## src/rtl/regfile_wb_arbiter.sv

```systemverilog
// Round-robin arbiter for the register file's single write port, with registered
// write outputs and a busy scoreboard for destinations reserved by long-latency ops.
module regfile_wb_arbiter #(
  parameter int NREQ = 3,
  parameter int AW   = 5,
  parameter int DW   = 32
) (
  input  logic                 CLK,
  input  logic                 RST,
  input  logic                 hold,
  input  logic [NREQ-1:0]      req_valid,
  input  logic [NREQ*AW-1:0]   req_addr,
  input  logic [NREQ*DW-1:0]   req_data,
  output logic [NREQ-1:0]      req_ready,
  input  logic                 rsv_valid,
  input  logic [AW-1:0]        rsv_addr,
  output logic                 RegWre,
  output logic [AW-1:0]        WriteReg,
  output logic [DW-1:0]        WriteData,
  output logic [(1<<AW)-1:0]   busy,
  output logic                 rsv_conflict
);

  localparam int PW = (NREQ > 1) ? $clog2(NREQ) : 1;

  // Handshake: requester i raises req_valid[i] and holds addr/data stable; a write
  // transfers on the posedge where req_valid[i] & req_ready[i]. Ready never waits on valid
  // of the same requester being dropped, and busy never gates ready.
  logic [PW-1:0]      ptr;
  logic [PW-1:0]      winner;
  logic [PW-1:0]      nextPtr;
  logic               found;
  logic [PW:0]        scanIdx;
  logic               xfer;
  logic [AW-1:0]      selAddr;
  logic [DW-1:0]      selData;
  logic               clearHit;
  logic               setHit;
  logic               conflictNext;
  logic [(1<<AW)-1:0] busyNext;

  // Scan from ptr upward, wrapping at NREQ; first valid requester wins.
  always_comb begin
    found   = 1'b0;
    winner  = '0;
    scanIdx = '0;
    for (int k = 0; k < NREQ; k++) begin
      scanIdx = {1'b0, ptr} + (PW+1)'(k);
      if (scanIdx >= (PW+1)'(NREQ)) scanIdx = scanIdx - (PW+1)'(NREQ);
      if (!found && req_valid[scanIdx[PW-1:0]]) begin
        found  = 1'b1;
        winner = scanIdx[PW-1:0];
      end
    end
  end

  always_comb begin
    req_ready = '0;
    if (RST && !hold && found) req_ready = NREQ'(1) << winner;
  end

  assign xfer    = |(req_valid & req_ready);
  assign nextPtr = (winner == PW'(NREQ-1)) ? '0 : winner + 1'b1;

  always_comb begin
    selAddr = '0;
    selData = '0;
    for (int i = 0; i < NREQ; i++) begin
      if (req_ready[i]) begin
        selAddr = req_addr[i*AW +: AW];
        selData = req_data[i*DW +: DW];
      end
    end
  end

  // Set is applied after clear so a same-cycle reservation survives the writeback.
  assign clearHit = xfer && (selAddr != '0);
  assign setHit   = rsv_valid && (rsv_addr != '0);

  always_comb begin
    busyNext = busy;
    if (clearHit) busyNext[selAddr] = 1'b0;
    if (setHit)   busyNext[rsv_addr] = 1'b1;
    busyNext[0] = 1'b0;
  end

  assign conflictNext = setHit && busy[rsv_addr] && !(clearHit && (selAddr == rsv_addr));

  always_ff @(posedge CLK or negedge RST) begin
    if (!RST) begin
      ptr          <= '0;
      RegWre       <= 1'b0;
      WriteReg     <= '0;
      WriteData    <= '0;
      busy         <= '0;
      rsv_conflict <= 1'b0;
    end else begin
      RegWre       <= 1'b0;
      busy         <= busyNext;
      rsv_conflict <= conflictNext;
      if (xfer) begin
        ptr       <= nextPtr;
        WriteReg  <= selAddr;
        WriteData <= selData;
        RegWre    <= (selAddr != '0);
      end
    end
  end

endmodule

```

## config.mk

```make
export PLATFORM = sky130hd
export DESIGN_NAME = regfile_wb_arbiter
export DESIGN_NICKNAME = d
export VERILOG_FILES = /design/src/rtl/regfile_wb_arbiter.sv
export SDC_FILE = /design/constraint.sdc
export NUM_CORES = 1
export LEC_CHECK = 0
export BUFFER_PORTS_ARGS = -buffer_cell sky130_fd_sc_hd__buf_2
export CAP_MARGIN = 20
export CORE_UTILIZATION = 40
export CTS_BUF_LIST = sky130_fd_sc_hd__clkbuf_2
export DETAILED_ROUTE_END_ITERATION = 8
export GPL_ROUTABILITY_DRIVEN = 1
export GPL_TIMING_DRIVEN = 0
export PLACE_DENSITY = 0.78
export SYNTH_ARGS = -nofsm -noshare
export SYNTH_HDL_FRONTEND = slang
export SYNTH_SLANG_ARGS = --single-unit
```

## constraint.sdc

```tcl
create_clock -name CLK -period 3.7 [get_ports CLK]
set_input_delay 0.185 -clock CLK [delete_from_list [all_inputs] [get_ports CLK]]
set_output_delay 0.185 -clock CLK [all_outputs]
set_load 0.01 [all_outputs]
```

# == Yosys cells after proc, flatten, opt, wreduce, memory -nomap -nowiden ==
# Index checks and enable logic that the tools add are counted.
# totals
regBits,72
in_bits,123
wordCells,79
# op_classes
reduce_logical,18
addsub,6
eq_ne,2
n_lt_le_gt_ge,10
n_bitwise,4
shift,1
muxes,32
# op_table
op,n
$mux W32,5
$and A32 B32 Y32,1
$not A32 Y32,1
$or A32 B32 Y32,1
$mux W5,3
$mux W2,7
$lt A5 B6 Y1 const B,2
$logic_and A1 B1 Y1,11
$demux W1 S5,2
$ge A5 B1 Y1 const B,2
$mux W1,10
$reduce_bool A5 Y1,2
$lt A2 B3 Y1 const B,3
$bmux W1 S2,3
$ge A3 B2 Y1 const B,2
$sub A2 B2 Y2 const B,3
$bmux W1 S5,1
$eq A5 B5 Y1,1
$logic_not A1 Y1,4
$add A2 B1 Y3 const B,1
$add A2 B2 Y3 const B,1
$and A3 B3 Y3,1
$mux W3,1
$reduce_or A3 Y1,1
4 further kinds,4

# == Depth between registers and ports, before layout ==
# depth
depth_word,25
ltp_mapped,12
mapped_depth_nobuf,10

# == Least setup slack after synthesis ==
# No wires, ideal clock.
# synth_timing
kind,register to register
from,register ptr[0]
to,register rsv_conflict
path_buffers,0
slack_ps,913
period_less_slack_ps,2787
path_stages_with_launch,11
t_arrival_ps,2705
cell_sequence,dfrtp_1 > inv_1 > ha_1 > mux2i_1 > o221ai_2 > o21ai_1 > mux2i_1 > a211oi_1 > or3_1 > or2_4 > a31oi_2
# synth_between
elab_chain_cells,21
elab_cells_between_ends,41
cone_classes,add/sub (5); order compare (3); eq/ne (1); shift (1); mux (19); bitwise (1); reduce/logical (11)
# synth_lines
element,line,rtl
start: declaration,29,logic [PW-1:0] ptr;
start signal: assignment,102,ptr <= nextPtr;
branches (longest 12 deep; another with $add A2 B1 Y3),n/a,
$mux W3 (*),59,if (RST && !hold && found) req_ready = NREQ'(1) << winner;
$mux W5 (3 in a row),69,if (req_ready[i]) begin
$reduce_bool A5 Y1,77,assign clearHit = xfer && (selAddr != '0);
$logic_and A1 B1 Y1 (*),77,
net clearHit,37,logic clearHit;
$logic_and A1 B1 Y1 (*),87,assign conflictNext = setHit && busy[rsv_addr] && !(clearHit && (selAddr == rsv_addr));
$logic_not A1 Y1 (*),87,
$logic_and A1 B1 Y1 (*),87,
net conflictNext,39,logic conflictNext;
end signal: assignment,100,rsv_conflict <= conflictNext;
end: declaration,21,output logic rsv_conflict
# Mark *: on every way through the listed nets, which the timed path passes. The select of a mux whose other input is x is not followed.
# A chain may end at the register's enable or synchronous reset.

# == Final worst setup path ==
# layout_timing
from,register ptr[1]
to,register WriteData[2]
# layout_between
elab_chain_cells,16
elab_cells_between_ends,35
cone_classes,add/sub (5); order compare (3); shift (1); mux (19); bitwise (1); reduce/logical (6)
# layout_lines
element,line,rtl
branches (longest 12 deep; another with $add A2 B1 Y3),n/a,
$mux W3 (*),59,
$mux W32 (3 in a row),69,
end signal: assignment,104,WriteData <= selData;
end: declaration,19,"output logic [DW-1:0] WriteData,"
# Mark *: on every way between the ends. The select of a mux whose other input is x is not followed.

==> PnR_summary.wiki <==
{| class="wikitable"
! Metric !! Value
|-
| Die Ht || 104 um
|-
| Horizontal die dimension || between 100 and 150 um
|-
| Leak || 3.08 nW
|-
| Power density over the cells || 729 nW/um^2
|-
| Metal2 WL || 8550 um
|-
| Post-DR vias/cell || just under 6
|-
| Post-Place Setup Slack || 0.400 ns
|-
| Area share of the largest cell type after synthesis || between 40% and 50%
|-
| Length of routed wiring on met1 || roughly 6000 um
|-
| WL met3 || ~1500 um
|-
| Count of pins on the block boundary || 197
|-
| Required time of the worst setup path || about 4.2 ns
|-
| Maxcap violations || 0
|-
| Maximum number of pins on one net before global-route repair || 42
|-
| Fraction of final layout cells sized beyond drive strength 1 || about a third
|-
| Core region area || approximately 10000 um^2
|-
| Final critical delay including setup and external delays || 3.59 ns
|-
| Die footprint || 10900 um^2
|-
| Most used standard cells in the synthesized netlist || o21ai_0 (90), dfrtp_1 (72), a22oi_1 (36), mux2i_1 (36), nand3_1 (19)
|-
| Number of clock sinks seen by CTS || 72
|-
| Total DRC errors in the routed layout || 0
|-
| Cell count after synthesis || ~430
|-
| Period Utilization, post-route || a little over nine tenths
|-
| Clock tree from TritonCTS || done
|-
| Wire length per cell after detailed routing || between 20 and 25 um
|-
| Pins over their slew limit || 0
|-
| Clk Latency, worst-skew pair || between 0.5 and 0.6 ns
|-
| Depth of the worst register-to-register path || 11
|-
| Number of buffers on the longest clock path || 2
|-
| Mapped cell area || 4190 um^2
|-
| Hold Path Cell Cnt || 3
|-
| FF+latch count, synth || just over 70
|-
| Fraction of the yosys area taken by sequential cells || ~43%
|-
| Grt ovf || 0
|-
| Synthesized area per cell || just under 10 um^2
|-
| Number of flops mapped to enable cells by yosys || 0
|-
| PnR Total Power || 4.57 mW
|-
| Max VDD drop || between 300 and 400 uV
|-
| Antenna viol nets, final || 0
|-
| Mapped Nets || about 560
|-
| Critical path endpoint category || register
|-
| First-pass GRT wire length || around 26000 um
|-
| Most frequently used flop master after synthesis || dfrtp_1
|-
| Worst Clk Skew || approximately 0.046 ns
|-
| H-tree level count || 3
|-
| Leading cell type by number of instances after synthesis || o21ai_0
|-
| Clock-pin slew on the worst setup and hold paths || about 0.26 ns
|-
| Worst-case hold slack || 0.0323 ns
|-
| Initial detailed-routing violation count || approximately 320
|-
| CTS buffer count || 9
|-
| Detail Placement HPWL || approximately 11000 um
|-
| Final setup viols || 0
|-
| Kind of critical path || register to register
|-
| Number of global-route vias before repair || 5098
|-
| Weighted congestion reported at the end of routability-driven placement || 0.903
|-
| Cell type with the largest total area after synthesis || dfrtp_1
|-
| Relative slew slack || 53.1%
|-
| Kind of start point of the critical path || register
|-
| Synth unique cells || 57
|-
| Worst slew pin tran || 0.704 ns
|-
| Maximum achievable frequency || ~280 MHz
|-
| Via count || 5003
|-
| Number of iterations in the first detailed-routing pass || 5
|-
| Number of antenna violations at the first check in global routing || 1
|-
| Min setup slack post-route || roughly 0.11 ns
|-
| Cells taking the most area after synthesis || dfrtp_1 (43%), o21ai_0 (11%), mux2i_1 (8.6%)
|-
| Number of hold-slack violations in the final timing report || 0
|-
| Standard-cell rows || 36
|-
| Clock root buffer master || clkbuf_2
|-
| Path class of the lowest-slack min-delay path || input port to register
|-
| Layout-stage area growth over the synthesis result || 49.6%
|-
| Drt total wl || between 15000 and 20000 um
|-
| Post-layout net count || approximately 840
|-
| Data arrival time at the worst-slack endpoint || 4.05 ns
|-
| Status || finished, final reports clean
|-
| Fraction of registers with async set/reset || 100%
|-
| Initial Util || between 40% and 50%
|-
| Biggest fanout along the worst timing path || 10
|-
| Count of port buffers added during placement || between 150 and 200
|-
| Yosys warning total || 0
|-
| Combined global-route utilization of all metal layers || 31.1%
|-
| Highest routed layer || met4
|}
[final timing paths]
kind	startpoint	end	slack [ns]
setup / recovery	ptr[1]	WriteData[2]	0.11
hold reg to reg	WriteReg[2]	WriteReg[2]	0.53
min in group asynchronous	RST	WriteData[21]	0.07
max in group asynchronous	RST	busy[18]	3.04
setup reg to reg	ptr[1]	WriteData[2]	0.11
hold / removal	rsv_addr[3]	busy[23]	0.03
[area by class of cell]
type / instances / area [um^2]
Multi-Input combinational cell: 317 / 2240
Tap cell: 133 / 166
Clock inverter: 7 / 78.8
Fill cell: 803 / 3690
Antenna cell: 1 / 2.50
Timing Repair Buffer: 271 / 1750
Buffer: 24 / 126
Clock buffer: 9 / 45.0
Inverter: 15 / 56.3
Sequential cell: 72 / 1800
[cells in the final DEF, fill, tap and decap left out, types with 2 or more instances in the layout]
master,count
nand2b_1,6
buf_4,6
clkbuf_1,9
o31ai_1,4
mux2i_1,36
nor2b_1,4
dlygate4sd3_1,75
nand2_1,18
nand3_1,19
nor2_1,10
or2_2,2
ha_1,3
nand3b_1,4
dfrtp_1,72
mux4_2,7
a21oi_1,13
nor3_1,3
a21o_1,6
clkinvlp_4,2
or3_1,3
a22oi_1,36
a311oi_4,3
inv_1,14
o21ai_0,90
o22ai_1,6
a221oi_1,2
o21ai_1,9
a22o_1,2
buf_2,195
or4_1,2
clkbuf_4,2
nor2_2,2
clkbuf_2,14
[power breakdown]
part	total (mW)	internal [mW]	switching, mW	leakage [nW]
Combinational	2.69	1.25	1.44	2.14
Clock	0.493	0.162	0.331	0.0704
Sequential	1.39	1.13	0.253	0.871
Total	4.57	2.54	2.02	3.08
[critical path: stages (launching register included)]
cell	delay (ns)
dfrtp_1	0.44
inv_1	0.10
ha_1	0.28
nand2_1	0.16
o221a_2	0.38
a211oi_4	0.36
buf_6	0.20
buf_2	0.29
clkbuf_4	0.32
mux2i_1	0.30
o21ai_0	0.12
dlygate4sd3_1	0.58
[flip-flops by register name, summed over array words and instances, names as in the netlist]
name / count
ptr: 2
WriteData: 32
busy: 31
WriteReg: 5
rsv_conflict: 1
RegWre: 1
[per-stage QoR]
| stage | cell area [um^2] | cells | utilization, % | setup TNS [ns] |
|---|---|---|---|---|
| floorplan | 4190 | 428 | - | 0 |
| finish | 6270 | 849 | 63.0 | 0 |
| detailed placement | 5350 | 755 | 53.7 | 0 |
| global placement | 5320 | 754 | 53.5 | 0 |
| CTS | 6220 | 846 | 62.5 | 0 |
| global route | 6270 | 849 | 63.0 | -0.0197 |
[what timing repair did]
action                     CTS  global route
resized for setup            0            18
hold endpoints to repair   107             0
buffers inserted             0             2
setup endpoints to repair    0            34
hold buffers                75             0
[cells by family (layout without fill, tap and decap cells)]
family / count (synthesis) / in the layout / share of synthesized area, %
AOI/OAI and AO/OA: 188 / 188 / 29.1
and+or+nand+nor: 81 / 81 / 10.2
DFF: 72 / 72 / 43.0
muxes: 43 / 43 / 12.4
buffers and inverters: 39 / 326 / 4.03
adders and majority gates: 4 / 4 / 1.19
other: 1 / 2 / 0.0895
[layer usage]
layer / track usage, % / vias to the layer above
li1: - / 2189
met1: 35.4 / 2395
met2: 52.7 / 342
met3: 7.46 / 77
met4: 18.6 / 0
met5: 0 / -
No activity file was read; power rests on OpenSTA's default activity.
